==> src/rtl/vga_timing_pkg.sv <==
// Shared 640x480@60 raster constants and coordinate helpers used by the sync
// generator, the pixel generator and the game logic.
package vga_timing_pkg;

  localparam int COORD_W     = 10;
  localparam int COORD_RANGE = 1 << COORD_W;

  typedef logic [COORD_W-1:0] coord_t;

  function automatic int axis_total(input int visible, input int fp,
                                    input int sync, input int bp);
    return visible + fp + sync + bp;
  endfunction

  // Half-open window test [lo, hi) on an unsigned coordinate.
  function automatic logic in_window(input coord_t pos, input int lo, input int hi);
    return (int'(pos) >= lo) && (int'(pos) < hi);
  endfunction

  localparam int VGA_H_VISIBLE = 640;
  localparam int VGA_H_FP      = 16;
  localparam int VGA_H_SYNC    = 96;
  localparam int VGA_H_BP      = 48;
  localparam int VGA_H_TOTAL   = axis_total(VGA_H_VISIBLE, VGA_H_FP, VGA_H_SYNC, VGA_H_BP);

  localparam int VGA_V_VISIBLE = 480;
  localparam int VGA_V_FP      = 10;
  localparam int VGA_V_SYNC    = 2;
  localparam int VGA_V_BP      = 33;
  localparam int VGA_V_TOTAL   = axis_total(VGA_V_VISIBLE, VGA_V_FP, VGA_V_SYNC, VGA_V_BP);

  localparam int VGA_H_SYNC_START = VGA_H_VISIBLE + VGA_H_FP;
  localparam int VGA_H_SYNC_END   = VGA_H_SYNC_START + VGA_H_SYNC;
  localparam int VGA_V_SYNC_START = VGA_V_VISIBLE + VGA_V_FP;
  localparam int VGA_V_SYNC_END   = VGA_V_SYNC_START + VGA_V_SYNC;

endpackage

==> src/rtl/vga_sync_generator_if.sv <==
// Raster timing bundle from the sync generator to its consumers.
interface vga_sync_generator_if;
  import vga_timing_pkg::*;

  coord_t x;
  coord_t y;
  logic   visible;
  logic   hsync;
  logic   vsync;
  logic   pixel_tick;
  logic   frame_tick;

  modport master (
    output x, y, visible, hsync, vsync, pixel_tick, frame_tick
  );

  modport slave (
    input x, y, visible, hsync, vsync, pixel_tick, frame_tick
  );

endinterface

==> src/rtl/vga_axis_timer.sv <==
// One raster axis: position counter stepped by an enable, plus registered
// active-region and sync decodes that always describe the current count.
module vga_axis_timer
  import vga_timing_pkg::*;
#(
  parameter int   VISIBLE     = VGA_H_VISIBLE,
  parameter int   FP          = VGA_H_FP,
  parameter int   SYNC        = VGA_H_SYNC,
  parameter int   BP          = VGA_H_BP,
  parameter logic SYNC_ACTIVE = 1'b0
) (
  input  logic   clk,
  input  logic   rst,
  input  logic   step,
  output coord_t count,
  output logic   wrap,
  output logic   active,
  output logic   sync
);

  localparam int     TOTAL      = axis_total(VISIBLE, FP, SYNC, BP);
  localparam int     SYNC_START = VISIBLE + FP;
  localparam int     SYNC_END   = SYNC_START + SYNC;
  localparam coord_t LAST       = coord_t'(TOTAL - 1);

  logic   last;
  coord_t next_count;

  assign last       = (count == LAST);
  assign wrap       = step & last;
  assign next_count = last ? '0 : count + 1'b1;

  // Decodes are taken from next_count so they land on the same edge as count.
  always_ff @(posedge clk) begin
    if (rst) begin
      count  <= '0;
      active <= (VISIBLE > 0);
      sync   <= ~SYNC_ACTIVE;
    end else if (step) begin
      count  <= next_count;
      active <= in_window(next_count, 0, VISIBLE);
      sync   <= in_window(next_count, SYNC_START, SYNC_END) ? SYNC_ACTIVE : ~SYNC_ACTIVE;
    end
  end

endmodule

==> src/rtl/vga_sync_generator.sv <==
// VGA raster timing source: pixel-clock divider feeding a horizontal and a
// vertical axis timer, producing aligned coordinates, blanking and syncs.
module vga_sync_generator
  import vga_timing_pkg::*;
#(
  parameter int   CLK_DIV     = 4,
  parameter int   H_VISIBLE   = VGA_H_VISIBLE,
  parameter int   H_FP        = VGA_H_FP,
  parameter int   H_SYNC      = VGA_H_SYNC,
  parameter int   H_BP        = VGA_H_BP,
  parameter int   V_VISIBLE   = VGA_V_VISIBLE,
  parameter int   V_FP        = VGA_V_FP,
  parameter int   V_SYNC      = VGA_V_SYNC,
  parameter int   V_BP        = VGA_V_BP,
  parameter logic SYNC_ACTIVE = 1'b0
) (
  input  logic                 clk,
  input  logic                 rst,
  vga_sync_generator_if.master vga
);

  localparam int H_TOTAL = axis_total(H_VISIBLE, H_FP, H_SYNC, H_BP);
  localparam int V_TOTAL = axis_total(V_VISIBLE, V_FP, V_SYNC, V_BP);
  localparam int DIV_W   = (CLK_DIV > 1) ? $clog2(CLK_DIV) : 1;

  localparam logic [DIV_W-1:0] DIV_LAST = DIV_W'(CLK_DIV - 1);

  if (H_TOTAL > COORD_RANGE || V_TOTAL > COORD_RANGE) begin : g_total_check
    $error("vga_sync_generator: line or frame total does not fit the coordinate width");
  end

  if (CLK_DIV < 1 || CLK_DIV > 16) begin : g_div_check
    $error("vga_sync_generator: CLK_DIV must be within 1..16");
  end

  logic [DIV_W-1:0] div;
  logic             pixel_tick;
  coord_t           h_count;
  coord_t           v_count;
  logic             h_wrap;
  logic             v_wrap;
  logic             h_active;
  logic             v_active;
  logic             h_sync;
  logic             v_sync;
  logic             blank;

  assign pixel_tick = (div == DIV_LAST);

  always_ff @(posedge clk) begin
    if (rst) begin
      div <= '0;
    end else if (pixel_tick) begin
      div <= '0;
    end else begin
      div <= div + 1'b1;
    end
  end

  // Holds pixel (0,0) of the first frame after reset blanked until the first tick.
  always_ff @(posedge clk) begin
    if (rst) begin
      blank <= 1'b1;
    end else if (pixel_tick) begin
      blank <= 1'b0;
    end
  end

  vga_axis_timer #(
    .VISIBLE     (H_VISIBLE),
    .FP          (H_FP),
    .SYNC        (H_SYNC),
    .BP          (H_BP),
    .SYNC_ACTIVE (SYNC_ACTIVE)
  ) u_h_timer (
    .clk    (clk),
    .rst    (rst),
    .step   (pixel_tick),
    .count  (h_count),
    .wrap   (h_wrap),
    .active (h_active),
    .sync   (h_sync)
  );

  vga_axis_timer #(
    .VISIBLE     (V_VISIBLE),
    .FP          (V_FP),
    .SYNC        (V_SYNC),
    .BP          (V_BP),
    .SYNC_ACTIVE (SYNC_ACTIVE)
  ) u_v_timer (
    .clk    (clk),
    .rst    (rst),
    .step   (h_wrap),
    .count  (v_count),
    .wrap   (v_wrap),
    .active (v_active),
    .sync   (v_sync)
  );

  assign vga.x          = h_count;
  assign vga.y          = v_count;
  assign vga.visible    = h_active & v_active & ~blank;
  assign vga.hsync      = h_sync;
  assign vga.vsync      = v_sync;
  assign vga.pixel_tick = pixel_tick;
  assign vga.frame_tick = v_wrap;

endmodule

==> src/flat_wrapper.sv <==
// flat-port wrapper written by rule: the top's interface ports become plain ports
module vga_sync_generator_flat import vga_timing_pkg::*;
#(
  parameter int   CLK_DIV     = 4,
  parameter int   H_VISIBLE   = VGA_H_VISIBLE,
  parameter int   H_FP        = VGA_H_FP,
  parameter int   H_SYNC      = VGA_H_SYNC,
  parameter int   H_BP        = VGA_H_BP,
  parameter int   V_VISIBLE   = VGA_V_VISIBLE,
  parameter int   V_FP        = VGA_V_FP,
  parameter int   V_SYNC      = VGA_V_SYNC,
  parameter int   V_BP        = VGA_V_BP,
  parameter logic SYNC_ACTIVE = 1'b0
)
  (clk, rst, vga_x, vga_y, vga_visible, vga_hsync, vga_vsync, vga_pixel_tick, vga_frame_tick);
  vga_sync_generator_if vga_i ();
  input  logic clk;
  input  logic rst;
  output wire logic [$bits(vga_i.x)-1:0] vga_x;
  output wire logic [$bits(vga_i.y)-1:0] vga_y;
  output wire logic [$bits(vga_i.visible)-1:0] vga_visible;
  output wire logic [$bits(vga_i.hsync)-1:0] vga_hsync;
  output wire logic [$bits(vga_i.vsync)-1:0] vga_vsync;
  output wire logic [$bits(vga_i.pixel_tick)-1:0] vga_pixel_tick;
  output wire logic [$bits(vga_i.frame_tick)-1:0] vga_frame_tick;
  assign vga_x = vga_i.x;
  assign vga_y = vga_i.y;
  assign vga_visible = vga_i.visible;
  assign vga_hsync = vga_i.hsync;
  assign vga_vsync = vga_i.vsync;
  assign vga_pixel_tick = vga_i.pixel_tick;
  assign vga_frame_tick = vga_i.frame_tick;
  vga_sync_generator #(.CLK_DIV(CLK_DIV), .H_VISIBLE(H_VISIBLE), .H_FP(H_FP), .H_SYNC(H_SYNC), .H_BP(H_BP), .V_VISIBLE(V_VISIBLE), .V_FP(V_FP), .V_SYNC(V_SYNC), .V_BP(V_BP), .SYNC_ACTIVE(SYNC_ACTIVE)) u_core (.clk(clk), .rst(rst), .vga(vga_i));
endmodule
==> config.mk <==
export PLATFORM = sky130hd
export DESIGN_NAME = vga_sync_generator_flat
export DESIGN_NICKNAME = d
export VERILOG_FILES = /design/src/rtl/vga_timing_pkg.sv /design/src/rtl/vga_sync_generator_if.sv /design/src/rtl/vga_axis_timer.sv /design/src/rtl/vga_sync_generator.sv /design/src/flat_wrapper.sv
export SDC_FILE = /design/constraint.sdc
export NUM_CORES = 1
export LEC_CHECK = 0
export ABC_AREA = 1
export CELL_PAD_IN_SITES_DETAIL_PLACEMENT = 1
export CELL_PAD_IN_SITES_GLOBAL_PLACEMENT = 1
export CORE_ASPECT_RATIO = 0.75
export CORE_MARGIN = 10
export CORE_UTILIZATION = 36
export CTS_CLUSTER_SIZE = 25
export DETAILED_ROUTE_END_ITERATION = 12
export HOLD_SLACK_MARGIN = 0.06
export PLACE_DENSITY = 0.85
export SETUP_SLACK_MARGIN = 0.3
export SYNTH_ARGS = -nofsm -noshare
export SYNTH_HDL_FRONTEND = slang
export SYNTH_SLANG_ARGS = --single-unit
export TNS_END_PERCENT = 20
==> constraint.sdc <==
create_clock -name clk -period 1.6 [get_ports clk]
set_input_delay 0.32 -clock clk [delete_from_list [all_inputs] [get_ports clk]]
set_output_delay 0.32 -clock clk [all_outputs]
set_load 0.005 [all_outputs]
==> impl_results.md <==
* Fmax at 0.545 GHz
* Root Driver: clkbuf_8
* Library cells used by synthesis at 28
* Vias at about 2100
* Routed len/inst at 26.8 µm
* Critical Path Stages at 10
* Most frequent cells in the layout: buf_4 (45), nand2_1 (34), buf_6 (19)
* Vias in the first global route at 2041
* Synth top area cells: dfxtp_1 (37%), nand2_1 (14%), nand3_1 (6.2%)
* Crit-path slowest cell: dfxtp_2
* Via/cell ratio at about 6.1
* Worst vdd ir at 0.000596 V
* DP Cell Count at 321
* Outcome: finished with violations
* Final period util at 115%
* Slew HR at 78.3%
* Std-Cell Core Area at 3780 µm²
* Mean post-synth cell area at roughly 7 µm²
* DIE HEIGHT at roughly 75 µm
* Worst Hold Class: reg2reg
* Worst skew pair latency at 0.30 ns
* Number of H-tree levels at 1
* FP Rows at 19
* Worst Tran Pin Value at about 0.32 ns
* Setup TNS Final at -1.01 ns
* Dpl ws at -0.195 ns
* Mapped Area at 1460 µm²
* Largest net degree at the start of global routing at 16
* Synth top area share at 37.0%
* Final min period at 1.84 ns
* Drc violations at 0
* WP data required at 1.79 ns
* Clk pin slew, worst setup/hold paths at ~0.12 ns
* Die Wd at 93.6 µm
* Die area at 7030 µm²
* Layout Skew at between 0.01 and 0.015 ns
* # IOs at 27
* Detail Placement HPWL at 4310 µm
* CP startpoint kind: flip-flop
* Number of max-cap violations at 0
* Crit Path Class: reg2reg
* Seq/Total Area, Yosys at a little under two fifths
* GPL Wtd Cong at approximately 0.84
* Critical path buffers and inverters at 2
* Post-route ant nets at 0
* Design Power at 1.25 mW
* Crit path max-delay family: simple AND/OR/NAND/NOR gates
* # diodes at 0
* Reg2reg path depth at 10
* Final hold vios at 0
* Sink Count at 27
* DRT Wirelength at a little over 9000 µm
* Final Non-Filler Cells at 348
* Gr usage total at a little under a quarter
* First-pass DRT Iterations at 5
* First-pass GRT wire length at ~12000 µm
* I/O Buffers at 26
* Final layout net count at 304
* CTS tree: built
* Final-report setup violation count at 7
* Fin worst setup slack at -0.235 ns
* Initial DRC Count at 215
* Crit. End Element: flip-flop
* Failing checks: setup timing
* Crit path DAT at 2.03 ns
* Bufs on Longest Clock Path at 2
* Syn nets at 215
* Post-CTS Hold Fix Bufs at 0
* Synth Warn # at 0
* P_leak at 1.15 nW
* P&R area growth vs syn at 80.5%
* Fillers at 445
* Worst-path cell chain: buf_4 > nand3_1 > inv_2 > nand2_1 > o21ai_2 > nand2_1 > nor2_1 > nand2_1 > nor2_1 > nor2_1
* TritonCTS buffer count at 3
* Slew Viols, Final at 0
* Commonest non-fill, non-tap cell in the layout: buf_4
* Worst-path fanout max at 6
* Total congestion overflow at 0
* RSZ-0062 raised after global routing: true
* WHS at between 0.4 and 0.5 ns
* Post-Synthesis Cells at 208
* Cell accounting for the most synthesized area: dfxtp_1
* Critical path's largest stage delay at 0.36 ns
* P per Cell Area at 473 nW/µm²
* Initial antenna violation count at 0
* Hold depth at 1
* Share of post-route cells with drive strength above 1 at 62.5%
* Synth Register Bits at 27
* Initial Util at 38.7%
-- cell families after synthesis --
| group | Yosys count | synth area share, % |
|---|---|---|
| xor gates and xnor gates | 3 | 1.80 |
| DFF | 27 | 37.0 |
| buffers and inverters | 26 | 7.88 |
| adders and majority gates | 5 | 4.28 |
| AOI/OAI and AO/OA | 34 | 13.4 |
| and+or+nand+nor | 113 | 35.6 |
-- Yosys cell counts (all sizes together) --
cell type,number
nand2,55
nor2,28
dfxtp,27
inv,22
nand3,22
o21ai,13
a21oi,12
ha,5
nand4,5
o22ai,5
buf,3
nor3,3
o21bai,3
xor2,2
a31oi,1
clkinv,1
xnor2,1
-- path summary, 6_finish.rpt --
check	start	end	slack [ns]
min reg2reg	u_core.div[0]	u_core.div[0]	0.44
max	u_core.u_v_timer.count[2]	u_core.u_v_timer.sync	-0.24
min	u_core.div[0]	u_core.div[0]	0.44
max reg2reg	u_core.u_v_timer.count[2]	u_core.u_v_timer.sync	-0.24
-- power by group --
group	switching, mW	total, mW	internal, mW
Combinational	0.0666	0.118	0.0517
Clock	0.269	0.445	0.177
Sequential	0.00920	0.684	0.674
Total	0.344	1.25	0.903
-- timing repair --
item,in CTS,in global routing
pin swaps,20,26
setup endpoints to repair,50,47
setup buffers,10,13
resized for setup,138,67
-- state kept, by name, indices dropped and copies added, names as in the netlist --
register                 cells
u_core.u_h_timer.count      10
u_core.u_v_timer.count      10
u_core.div                   2
u_core.blank                 1
u_core.u_h_timer.active      1
u_core.u_h_timer.sync        1
u_core.u_v_timer.active      1
u_core.u_v_timer.sync        1
-- stage by stage --
stage / util, % / area, µm²
2_1_floorplan: - / 1520
3_3_place_gp: 55.8 / 2110
3_5_place_dp: 55.8 / 2110
4_1_cts: 64.5 / 2440
5_1_grt: 69.8 / 2640
6_report: 69.8 / 2640
-- per-layer routing --
| layer | part of all wire [%] | global-route usage (%) | routed length [µm] | up-vias |
|---|---|---|---|---|
| met1 | 37 | 27.2 | 3490 | 1009 |
| met2 | 47 | 36.9 | 4350 | 183 |
| met4 | 5.1 | 12.9 | 480 | 0 |
| met3 | 11 | 6.36 | 1010 | 50 |
| met5 | 0 | 0 | 0 | - |
| li1 | - | - | - | 865 |
-- layout make-up --
class | instances | area [µm²] | area share (%)
flip-flops and latches | 27 | 586 | 22.2
repair buffers | 87 | 693 | 26.3
well taps | 52 | 65.1 | 2.47
inverters | 23 | 103 | 3.89
multi-input cells | 155 | 1140 | 43.4
clock inverters | 1 | 5.00 | 0.190
clock buffers | 3 | 41.3 | 1.57
Power figures use the tool's default switching activity.
